**config.mk**
```make
export PLATFORM = sky130hd
export DESIGN_NAME = code_pulse_decoder_flat
export DESIGN_NICKNAME = d
export VERILOG_FILES = /design/src/rtl/code_pulse_decoder_pkg.sv /design/src/rtl/code_pulse_decoder_if.sv /design/src/rtl/code_pulse_decoder_fifo2.sv /design/src/rtl/code_pulse_decoder.sv /design/src/flat_wrapper.sv
export SDC_FILE = /design/constraint.sdc
export NUM_CORES = 1
export LEC_CHECK = 0
export BUFFER_PORTS_ARGS = -buffer_cell sky130_fd_sc_hd__buf_4
export CAP_MARGIN = 20
export CORE_UTILIZATION = 60
export CTS_BUF_LIST = sky130_fd_sc_hd__clkbuf_4 sky130_fd_sc_hd__clkbuf_8
export DETAILED_ROUTE_END_ITERATION = 12
export GPL_ROUTABILITY_DRIVEN = 0
export PLACE_DENSITY = 0.84
export SLEW_MARGIN = 20
export SYNTH_ARGS = -nofsm -noshare
export SYNTH_HDL_FRONTEND = slang
export SYNTH_SLANG_ARGS = --single-unit
```
**constraint.sdc**
```tcl
create_clock -name clk -period 3.63 [get_ports clk]
set_clock_uncertainty 0.05 [all_clocks]
set_input_delay 0.5445 -clock clk [delete_from_list [all_inputs] [get_ports clk]]
set_output_delay 0.5445 -clock clk [all_outputs]
set_load 0.02 [all_outputs]
```
**src/rtl/code_pulse_decoder_pkg.sv**
```systemverilog
// Shared types and helpers for the code pulse decoder: FSM states, code/line
// widths, the code-to-one-hot decode and the counter width rule.
package code_pulse_decoder_pkg;

  localparam int CODE_W = 3;
  localparam int LINE_W = 8;

  typedef enum logic [1:0] {
    IDLE = 2'd0,
    HOLD = 2'd1,
    GAP  = 2'd2
  } state_e;

  // Golden decode: code k drives exactly bit k.
  function automatic logic [LINE_W-1:0] decode_code(input logic [CODE_W-1:0] code);
    return LINE_W'(1) << code;
  endfunction

  // Counter must hold max(hold, gap); never narrower than one bit.
  function automatic int cnt_width(input int hold, input int gap);
    int max_v;
    int w;
    max_v = (hold > gap) ? hold : gap;
    w = $clog2(max_v + 1);
    return (w < 1) ? 1 : w;
  endfunction

endpackage

```
**src/rtl/code_pulse_decoder_if.sv**
```systemverilog
// Handshake and pulse-output bundle between a code producer and the decoder.
interface code_pulse_decoder_if;
  import code_pulse_decoder_pkg::*;

  logic              in_valid;
  logic              in_ready;
  logic [CODE_W-1:0] in_code;
  logic [LINE_W-1:0] out_onehot;
  logic              out_active;
  logic              done;
  logic              busy;

  modport master (
    output in_valid, in_code,
    input  in_ready, out_onehot, out_active, done, busy
  );

  modport slave (
    input  in_valid, in_code,
    output in_ready, out_onehot, out_active, done, busy
  );

endinterface

```
**src/rtl/code_pulse_decoder_fifo2.sv**
```systemverilog
// Two-entry FIFO with full/empty flags; a push while full is dropped, so the
// producer must honour !full as its ready.
module code_fifo2 #(
  parameter int DATA_W = 3
) (
  input  logic              clk,
  input  logic              rst,
  input  logic              push,
  input  logic [DATA_W-1:0] wr_data,
  input  logic              pop,
  output logic [DATA_W-1:0] rd_data,
  output logic              full,
  output logic              empty
);

  logic             wr_ptr_q, wr_ptr_d;
  logic             rd_ptr_q, rd_ptr_d;
  logic [1:0]       count_q, count_d;
  logic             push_ok;
  logic             pop_ok;
  logic [1:0][DATA_W-1:0] entries;

  assign full    = (count_q == 2'd2);
  assign empty   = (count_q == 2'd0);
  assign push_ok = push && !full;
  assign pop_ok  = pop && !empty;

  always_comb begin
    wr_ptr_d = wr_ptr_q;
    rd_ptr_d = rd_ptr_q;
    count_d  = count_q + {1'b0, push_ok} - {1'b0, pop_ok};
    if (push_ok) wr_ptr_d = ~wr_ptr_q;
    if (pop_ok)  rd_ptr_d = ~rd_ptr_q;
  end

  always_ff @(posedge clk or posedge rst) begin
    if (rst) begin
      wr_ptr_q <= 1'b0;
      rd_ptr_q <= 1'b0;
      count_q  <= 2'd0;
    end else begin
      wr_ptr_q <= wr_ptr_d;
      rd_ptr_q <= rd_ptr_d;
      count_q  <= count_d;
    end
  end

  genvar gi;
  generate
    for (gi = 0; gi < 2; gi++) begin : g_entry
      logic [DATA_W-1:0] entry_q, entry_d;

      always_comb begin
        entry_d = entry_q;
        if (push_ok && (wr_ptr_q == 1'(gi))) entry_d = wr_data;
      end

      always_ff @(posedge clk or posedge rst) begin
        if (rst) entry_q <= '0;
        else     entry_q <= entry_d;
      end

      assign entries[gi] = entry_q;
    end
  endgenerate

  assign rd_data = entries[rd_ptr_q];

endmodule

```
**src/rtl/code_pulse_decoder.sv**
```systemverilog
// Turns buffered 3-bit index codes into timed one-hot strobes: HOLD_CYCLES of
// one-hot output, then GAP_CYCLES of silence, then one IDLE cycle.
module code_pulse_decoder
  import code_pulse_decoder_pkg::*;
#(
  parameter int HOLD_CYCLES = 3,
  parameter int GAP_CYCLES  = 2
) (
  input  logic                 clk,
  input  logic                 rst,
  code_pulse_decoder_if.slave  bus
);

  localparam int CNT_W = cnt_width(HOLD_CYCLES, GAP_CYCLES);
  localparam logic [CNT_W-1:0] HOLD_LOAD = CNT_W'(HOLD_CYCLES - 1);
  localparam logic [CNT_W-1:0] GAP_LOAD  = (GAP_CYCLES > 0) ? CNT_W'(GAP_CYCLES - 1) : '0;

  state_e            state_q, state_d;
  logic [CNT_W-1:0]  cnt_q, cnt_d;
  logic [LINE_W-1:0] onehot_q, onehot_d;

  logic              fifo_full;
  logic              fifo_empty;
  logic              fifo_pop;
  logic [CODE_W-1:0] fifo_rd;

  code_fifo2 #(.DATA_W(CODE_W)) u_fifo (
    .clk     (clk),
    .rst     (rst),
    .push    (bus.in_valid),
    .wr_data (bus.in_code),
    .pop     (fifo_pop),
    .rd_data (fifo_rd),
    .full    (fifo_full),
    .empty   (fifo_empty)
  );

  always_comb begin
    state_d  = state_q;
    cnt_d    = cnt_q;
    onehot_d = onehot_q;
    fifo_pop = 1'b0;
    case (state_q)
      IDLE: begin
        if (!fifo_empty) begin
          fifo_pop = 1'b1;
          onehot_d = decode_code(fifo_rd);
          cnt_d    = HOLD_LOAD;
          state_d  = HOLD;
        end
      end
      HOLD: begin
        if (cnt_q == '0) begin
          onehot_d = '0;
          // With no gap the pulse drops straight back to IDLE.
          if (GAP_CYCLES == 0) begin
            state_d = IDLE;
          end else begin
            state_d = GAP;
            cnt_d   = GAP_LOAD;
          end
        end else begin
          cnt_d = cnt_q - CNT_W'(1);
        end
      end
      GAP: begin
        if (cnt_q == '0) state_d = IDLE;
        else             cnt_d   = cnt_q - CNT_W'(1);
      end
      default: begin
        state_d  = IDLE;
        cnt_d    = '0;
        onehot_d = '0;
      end
    endcase
  end

  always_ff @(posedge clk or posedge rst) begin
    if (rst) begin
      state_q  <= IDLE;
      cnt_q    <= '0;
      onehot_q <= '0;
    end else begin
      state_q  <= state_d;
      cnt_q    <= cnt_d;
      onehot_q <= onehot_d;
    end
  end

  // in_ready deliberately ignores a same-cycle pop: a full FIFO never accepts.
  assign bus.in_ready   = !fifo_full;
  assign bus.out_onehot = onehot_q;
  assign bus.out_active = (state_q == HOLD);
  assign bus.done       = (state_q == HOLD) && (cnt_q == '0);
  assign bus.busy       = (state_q != IDLE) || !fifo_empty;

endmodule

```
**src/flat_wrapper.sv**
```systemverilog
// flat-port wrapper written by rule: the top's interface ports become plain ports
module code_pulse_decoder_flat import code_pulse_decoder_pkg::*;
#(
  parameter int HOLD_CYCLES = 3,
  parameter int GAP_CYCLES  = 2
)
  (clk, rst, bus_in_valid, bus_in_code, bus_in_ready, bus_out_onehot, bus_out_active, bus_done, bus_busy);
  code_pulse_decoder_if bus_i ();
  input  logic clk;
  input  logic rst;
  input wire logic [$bits(bus_i.in_valid)-1:0] bus_in_valid;
  input wire logic [$bits(bus_i.in_code)-1:0] bus_in_code;
  output wire logic [$bits(bus_i.in_ready)-1:0] bus_in_ready;
  output wire logic [$bits(bus_i.out_onehot)-1:0] bus_out_onehot;
  output wire logic [$bits(bus_i.out_active)-1:0] bus_out_active;
  output wire logic [$bits(bus_i.done)-1:0] bus_done;
  output wire logic [$bits(bus_i.busy)-1:0] bus_busy;
  assign bus_i.in_valid = bus_in_valid;
  assign bus_i.in_code = bus_in_code;
  assign bus_in_ready = bus_i.in_ready;
  assign bus_out_onehot = bus_i.out_onehot;
  assign bus_out_active = bus_i.out_active;
  assign bus_done = bus_i.done;
  assign bus_busy = bus_i.busy;
  code_pulse_decoder #(.HOLD_CYCLES(HOLD_CYCLES), .GAP_CYCLES(GAP_CYCLES)) u_core (.clk(clk), .rst(rst), .bus(bus_i));
endmodule
```
==> impl_metrics.py, run 1 <==
metrics = {
    "run_status": {
        "status": "finished clean",
    },
    "setup_path": {
        "crit_family": "flip-flops",
        "end_kind": "output pin",
        "crit_type": "register to output pin",
        "cp_slowest_cell": "dfrtp_1",
        "r2r_slack_ns": 1.82,
        "critPathMaxFanout": 13,
        "start_kind": "register",
        "arrival_ns": 1.44,
        "cp.required_ns": 3.04,
        "path_cells": "nor2b_1 -> and2_1 -> buf_4",
        "max_stage_delay_ns": 0.57,
        "worst-path-buf-inv": 1,
    },
    "timing": {
        "max_freq_mhz": 491.3,
        "slew_violations": 0,
        "setup_viol": 0,
        "rsz0062_at_grt": "no",
        "fin_crit_sh_pct": 56.08,
        "fin_worst_hold_slack_ns": 0.3264,
        "setup_tns_ns": 0,
        "worstMarginPinSlew_ns": 0.8186,
        "period_minus_slack_ns": 2.036,
        "max-slew-margin-rel_pct": 45.37,
        "hold_viol": 0,
    },
    "detailed_routing": {
        "routed_wl_um": 2097,
        "wl_per_cell_um": 14.36,
        "drcViolationCount": 0,
        "num_vias": 859,
        "firstDrtPassIters": 5,
        "drtIter0Drc": 17,
        "ant_nets": 0,
        "viasPerCell": 5.884,
    },
    "global_routing": {
        "first_global_vias": 760,
        "grt_pass1_wl_um": 3429,
        "grt_antenna_before_repair": 0,
        "grt_overflow": 0,
        "grtUsageTotal_pct": 22.87,
        "grt_max_degree": 23,
    },
    "cts": {
        "postCtsSetupBuffers": 0,
        "htreeDepth": 1,
        "cts.repair.resized": 0,
        "cts_tree": "built",
        "worstSkewPairLatency_ns": 0.31,
        "path_clk_slew_ns": 0.12,
        "holdBufCountCts": 0,
        "clockRootBuffer": "clkbuf_4",
        "clockBufferDepth": 2,
        "clock-sinks": 22,
        "cts_buffers": 3,
    },
    "pwr": {
        "sequentialPowerShare_pct": 37.7,
        "switching_share_pct": 42.48,
        "ir_drop_mv": 0.5498,
        "p_per_area_nw_per_um2": 1002,
        "p_int_uw": 764.5,
        "total_power_uw": 1329,
        "p_comb_share_pct": 48.1,
        "p_clk_share_pct": 14.2,
        "leakagePower_uw": 0.0006134,
        "p_sw_uw": 564.6,
    },
    "synth": {
        "syn_nets": 116,
        "synth_area_leaders": "dfrtp_1 47%, mux2_2 5.8%, ha_1 4.3%",
        "ys_warn_count": 0,
        "ys_ff_latch": 22,
        "avgSynthCellArea_um2": 10.97,
        "ys_seq_area_share_pct": 47.36,
        "synthDistinctLibCells": 37,
        "synth_top_area_cell": "dfrtp_1",
        "syn_inst": 106,
        "synthesis.area_um2": 1162,
        "synth_top_area_share_pct": 47.36,
    },
    "final_layout": {
        "fin_nets": 132,
        "instances_no_fill": 146,
        "drive_above_1_share_pct": 25.62,
        "fin_area_um2": 1326,
        "mostFrequentLayoutCells": "22 x dfrtp_1, 17 x buf_4, 6 x inv_1, 6 x mux2_2",
        "fill_cells": 146,
        "area_delta_synth_final_pct": 14.10,
        "mostFrequentLayoutCell": "dfrtp_1",
        "antenna_cells": 0,
    },
    "die": {
        "start_util_pct": 65.89,
        "io-pin-count": 18,
        "die_w_um": 46.02,
        "die_y_um": 46.02,
        "core_um2": 1764,
        "core.rowCount": 15,
        "fp.dieArea_um2": 2117,
    },
    "place": {
        "io_buffer_count": 17,
        "placedCellCount": 142,
        "hpwl_um": 1583,
        "dpl-instance-area_um2": 1274,
    },
    "worst_hold_path": {
        "min_path_type": "input port to async pin",
    },
    "run": {
        "drv_cap": 0,
    },
}
==> metrics by stage <==
step / setup slack [ns] / util, %
after floorplan: 1.813 / -
after CTS: 1.605 / 75.18
after global routing: 1.499 / 75.18
final: 1.594 / 75.18
after global placement: 1.957 / 72.20
after detailed placement: 1.864 / 72.20
==> routing by layer <==
metal	global-route usage, %	part of all wire (%)	routed length [µm]
met1	31.58	48	1000
met2	35.21	47	987
met3	2.778	3.4	71
met4	11.18	1.8	38
met5	0	0	0
==> cell usage after synthesis (all sizes together) <==
cell	count
dfrtp	22
buf	6
inv	6
mux2	6
nor2	6
o211ai	5
ha	4
nor3	4
o21ai	4
o31ai	4
a31oi	3
nand2	3
o2bb2ai	3
a21o	2
a21oi	2
a22oi	2
and2	2
and3b	2
nand3	2
nor2b	2
nor3b	2
xnor2	2
a211o	1
a211oi	1
a31o	1
a32oi	1
and3	1
mux2i	1
nand2b	1
o21a	1
o41ai	1
or2	1
or4	1
xor2	1
==> cells by family (layout without fill, tap and decap cells) <==
| group | count (synthesis) | after routing | synth area share (%) |
|---|---|---|---|
| compound gates | 31 | 31 | 20.45 |
| xor+xnor | 3 | 3 | 2.261 |
| fa+ha+maj | 4 | 4 | 4.306 |
| buf+inv | 12 | 27 | 6.027 |
| flops | 22 | 22 | 47.36 |
| mux | 7 | 7 | 6.673 |
| simple gates | 27 | 27 | 12.92 |
==> worst reg2reg max path: stages, from the launching register on <==
cell,delay [ns]
dfrtp_1,0.40
inv_1,0.09
ha_1,0.26
o21ai_0,0.54
o21a_4,0.28
o2bb2ai_1,0.13
==> final cells by class <==
| type | count | area, µm² | share of cell area (%) |
|---|---|---|---|
| clock buffer | 3 | 22.52 | 1.698 |
| clock inverter | 1 | 30.03 | 2.264 |
| inverter | 6 | 22.52 | 1.698 |
| multi-input combinational | 72 | 541.8 | 40.85 |
| sequential | 22 | 550.5 | 41.51 |
| tap | 25 | 31.28 | 2.358 |
| timing repair buffer | 17 | 127.6 | 9.623 |
==> path summary, 6_finish.rpt <==
check                                             from                             endpoint  cells past startpoint
worst max-delay path                 u_core.state_q[0]                             bus_done                      3
max in group asynchronous                          rst  u_core.u_fifo.g_entry[0].entry_q[2]                      2
worst min register to register  u_core.u_fifo.wr_ptr_q               u_core.u_fifo.wr_ptr_q                      1
min in group clk                        bus_in_code[1]  u_core.u_fifo.g_entry[0].entry_q[1]                      2
worst min-delay path                               rst               u_core.u_fifo.wr_ptr_q                      2
worst max register to register         u_core.cnt_q[0]             u_core.bus.out_onehot[4]                      5
==> power by group through the flow <==
stage / Clock [µW] / Sequential [µW] / Combinational [µW]
detailed placement: 0 / 505 / 638
global route: 195 / 524 / 705
finish: 189 / 501 / 639
floorplan: 0 / 477 / 511
CTS: 191 / 497 / 641
global placement: 0 / 495 / 612
==> state kept, by name (all words and copies together), names as in the netlist <==
signal	flops
u_core.u_fifo.count_q	2
u_core.cnt_q	2
u_core.state_q	2
u_core.u_fifo.rd_ptr_q	1
u_core.u_fifo.wr_ptr_q	1
u_core.bus.out_onehot	8
u_core.u_fifo.g_entry.entry_q	6
No activity file was read; power rests on OpenSTA's default activity.
==> run 2, diff against run 1 <==
--- a/config.mk
+++ b/config.mk
@@ -5,13 +5,14 @@
 export SDC_FILE = /design/constraint.sdc
 export NUM_CORES = 1
 export LEC_CHECK = 0
+export ABC_AREA = 1
 export BUFFER_PORTS_ARGS = -buffer_cell sky130_fd_sc_hd__buf_4
 export CAP_MARGIN = 20
-export CORE_UTILIZATION = 60
+export CORE_UTILIZATION = 58
 export CTS_BUF_LIST = sky130_fd_sc_hd__clkbuf_4 sky130_fd_sc_hd__clkbuf_8
 export DETAILED_ROUTE_END_ITERATION = 12
 export GPL_ROUTABILITY_DRIVEN = 0
-export PLACE_DENSITY = 0.84
+export PLACE_DENSITY = 0.81
 export SLEW_MARGIN = 20
 export SYNTH_ARGS = -nofsm -noshare
 export SYNTH_HDL_FRONTEND = slang
==> constraint.sdc (replaced) <==
create_clock -name clk -period 2.1 [get_ports clk]
set_clock_uncertainty 0.05 [all_clocks]
set_input_delay 0.315 -clock clk [delete_from_list [all_inputs] [get_ports clk]]
set_output_delay 0.315 -clock clk [all_outputs]
set_load 0.02 [all_outputs]
==> impl_metrics.py, run 2 <==
metrics = {
    "setup_path": {
        "start_kind": "register",
        "max_stage_delay_ns": 0.48,
        "arrival_ns": 1.90,
        "cp.required_ns": 2.25,
        "critPathMaxFanout": 5,
        "crit_type": "register to register",
        "cp_slowest_cell": "dfrtp_1",
        "path_common_cell": "nand2_1",
        "r2r_slack_ns": 0.35,
        "path_cells": "nor2_4 -> nand2_1 -> xor2_1 -> ha_1 -> xnor2_1 -> o21bai_1 -> nand2_1",
        "end_kind": "register",
    },
    "detailed_routing": {
        "firstDrtPassIters": 4,
        "routed_wl_um": 2089,
        "wl_per_cell_um": 10.66,
        "num_vias": 956,
        "drcViolationCount": 0,
        "viasPerCell": 4.878,
        "drtIter0Drc": 9,
        "ant_nets": 0,
    },
    "final_layout": {
        "antenna_cells": 0,
        "fin_nets": 183,
        "mostFrequentLayoutCells": "69 x nand2_1, 22 x dfrtp_1, 17 x buf_4",
        "drive_above_1_share_pct": 19.30,
        "largest_reg_flops": 8,
        "fill_cells": 155,
        "area_delta_synth_final_pct": 15.59,
        "mostFrequentLayoutCell": "nand2_1",
    },
    "timing": {
        "hold_viol": 0,
        "setup_tns_ns": 0,
        "fin_worst_hold_slack_ns": 0.1051,
        "period_minus_slack_ns": 1.748,
        "max_freq_mhz": 572.1,
        "fin_crit_sh_pct": 83.23,
        "worstMarginPinSlew_ns": 0.8107,
        "setup_viol": 0,
        "slew_violations": 0,
        "rsz0062_at_grt": "no",
        "max-slew-margin-rel_pct": 45.90,
    },
    "synth": {
        "synthesis.area_um2": 1164,
        "synth_edf_count": 0,
        "synth_top_cells_by_count": "69 x nand2_1, 22 x dfrtp_1, 16 x inv_1, 9 x nor2_1, 6 x o21ai_0",
        "syn_inst": 151,
        "ys_warn_count": 0,
        "syn_nets": 161,
        "synthDistinctLibCells": 20,
        "synth_area_leaders": "dfrtp_1 47%, nand2_1 22%, inv_1 5.2%",
        "synth.most_common_cell": "nand2_1",
        "synth_top_area_cell": "dfrtp_1",
        "ys_seq_area_share_pct": 47.31,
        "ys_ff_latch": 22,
        "synth_top_area_share_pct": 47.31,
        "avgSynthCellArea_um2": 7.706,
        "synth_ff_type": "dfrtp_1",
        "async_reset_ff_share_pct": 100.0,
    },
    "pwr": {
        "leakagePower_uw": 0.0007698,
        "sequentialPowerShare_pct": 35.6,
        "total_power_uw": 2119,
        "p_per_area_nw_per_um2": 1576,
        "p_sw_uw": 1022,
        "p_int_uw": 1097,
        "ir_drop_mv": 1.114,
        "p_clk_share_pct": 8.8,
        "switching_share_pct": 48.21,
        "p_comb_share_pct": 55.6,
    },
    "die": {
        "start_util_pct": 64.58,
        "core.rowCount": 15,
        "die_y_um": 46.79,
        "fp.dieArea_um2": 2189,
        "core_um2": 1802,
        "io-pin-count": 18,
        "die_w_um": 46.79,
    },
    "cts": {
        "worstSkewPairLatency_ns": 0.30,
        "holdBufCountCts": 0,
        "cts_tree": "built",
        "cts_buffers": 3,
        "cts.repair.resized": 0,
        "clockRootBuffer": "clkbuf_4",
        "postCtsSetupBuffers": 0,
        "clockBufferDepth": 2,
        "clock-sinks": 22,
        "htreeDepth": 1,
        "path_clk_slew_ns": 0.11,
    },
    "global_routing": {
        "grtUsageTotal_pct": 21.99,
        "grt_overflow": 0,
        "grt_pass1_wl_um": 3374,
        "grt_antenna_before_repair": 0,
        "first_global_vias": 798,
        "grt_max_degree": 23,
    },
    "worst_hold_path": {
        "min_path_type": "input port to async pin",
    },
    "run": {
        "drv_cap": 0,
    },
    "place": {
        "hpwl_um": 1593,
        "io_buffer_count": 17,
    },
    "run_status": {
        "status": "finished clean",
    },
}
==> run 2: layer usage <==
metal | wire (µm) | vias to the layer above | share of wire (%) | GRT usage [%]
li1 | - | 497 | - | -
met1 | 955 | 433 | 46 | 29.60
met2 | 1031 | 23 | 49 | 36.67
met3 | 86 | 3 | 4.1 | 4.615
met4 | 16 | 0 | 0.77 | 5.143
met5 | 0 | - | 0 | 0
==> run 2: final timing paths <==
check                                         start                                  end  cells after the start
hold reg to reg            u_core.bus.out_onehot[6]             u_core.bus.out_onehot[6]                      2
min in group clk                     bus_in_code[1]  u_core.u_fifo.g_entry[0].entry_q[1]                      3
max in group asynchronous                       rst             u_core.bus.out_onehot[5]                      2
hold / removal                                  rst                    u_core.state_q[0]                      2
setup reg to reg                  u_core.state_q[0]             u_core.u_fifo.count_q[1]                      7
setup / recovery                  u_core.state_q[0]             u_core.u_fifo.count_q[1]                      7
==> run 2: power groups by stage <==
stage / clock, µW / combinational, µW / sequential (µW)
finish: 186 / 1180 / 755
global route: 205 / 1320 / 780
CTS: 194 / 1190 / 753
detailed placement: 0 / 1170 / 761
global placement: 0 / 1140 / 751
floorplan: 0 / 835 / 785
==> run 2: final cells by class <==
cell class	count	area (µm²)	area share, %
clock buffers	3	22.52	1.674
inverters	21	78.83	5.860
multi-input cells	108	534.3	39.72
flip-flops and latches	22	550.5	40.93
well taps	25	31.28	2.326
repair buffers	17	127.6	9.488
==> run 2: logic make-up after synthesis <==
logic type,count (synthesis),synth area share [%]
buffers and inverters,21,6.775
adder cells (fa/ha/maj),4,4.301
AND/OR/NAND/NOR,89,33.87
XOR/XNOR,3,2.258
AO/OA/AOI/OAI,12,5.485
flip-flops,22,47.31
==> run 2: critical path, delay by kind of cell, from the launching register on <==
family / cells / cell delay (ns)
flip-flops: 1 / 0.48
adder cells (fa/ha/maj): 1 / 0.21
AND/OR/NAND/NOR: 3 / 0.41
AO/OA/AOI/OAI: 1 / 0.14
XOR/XNOR: 2 / 0.36
==> run 2: stage by stage <==
step                std cells  util (%)  worst slack [ns]  area [µm²]
floorplan                 151         -            0.5060        1164
global placement          193     73.40            0.4718        1323
detailed placement        193     73.40            0.3776        1323
CTS                       196     74.65            0.3525        1345
global route              196     74.65            0.2773        1345
finish                    196     74.65            0.3522        1345
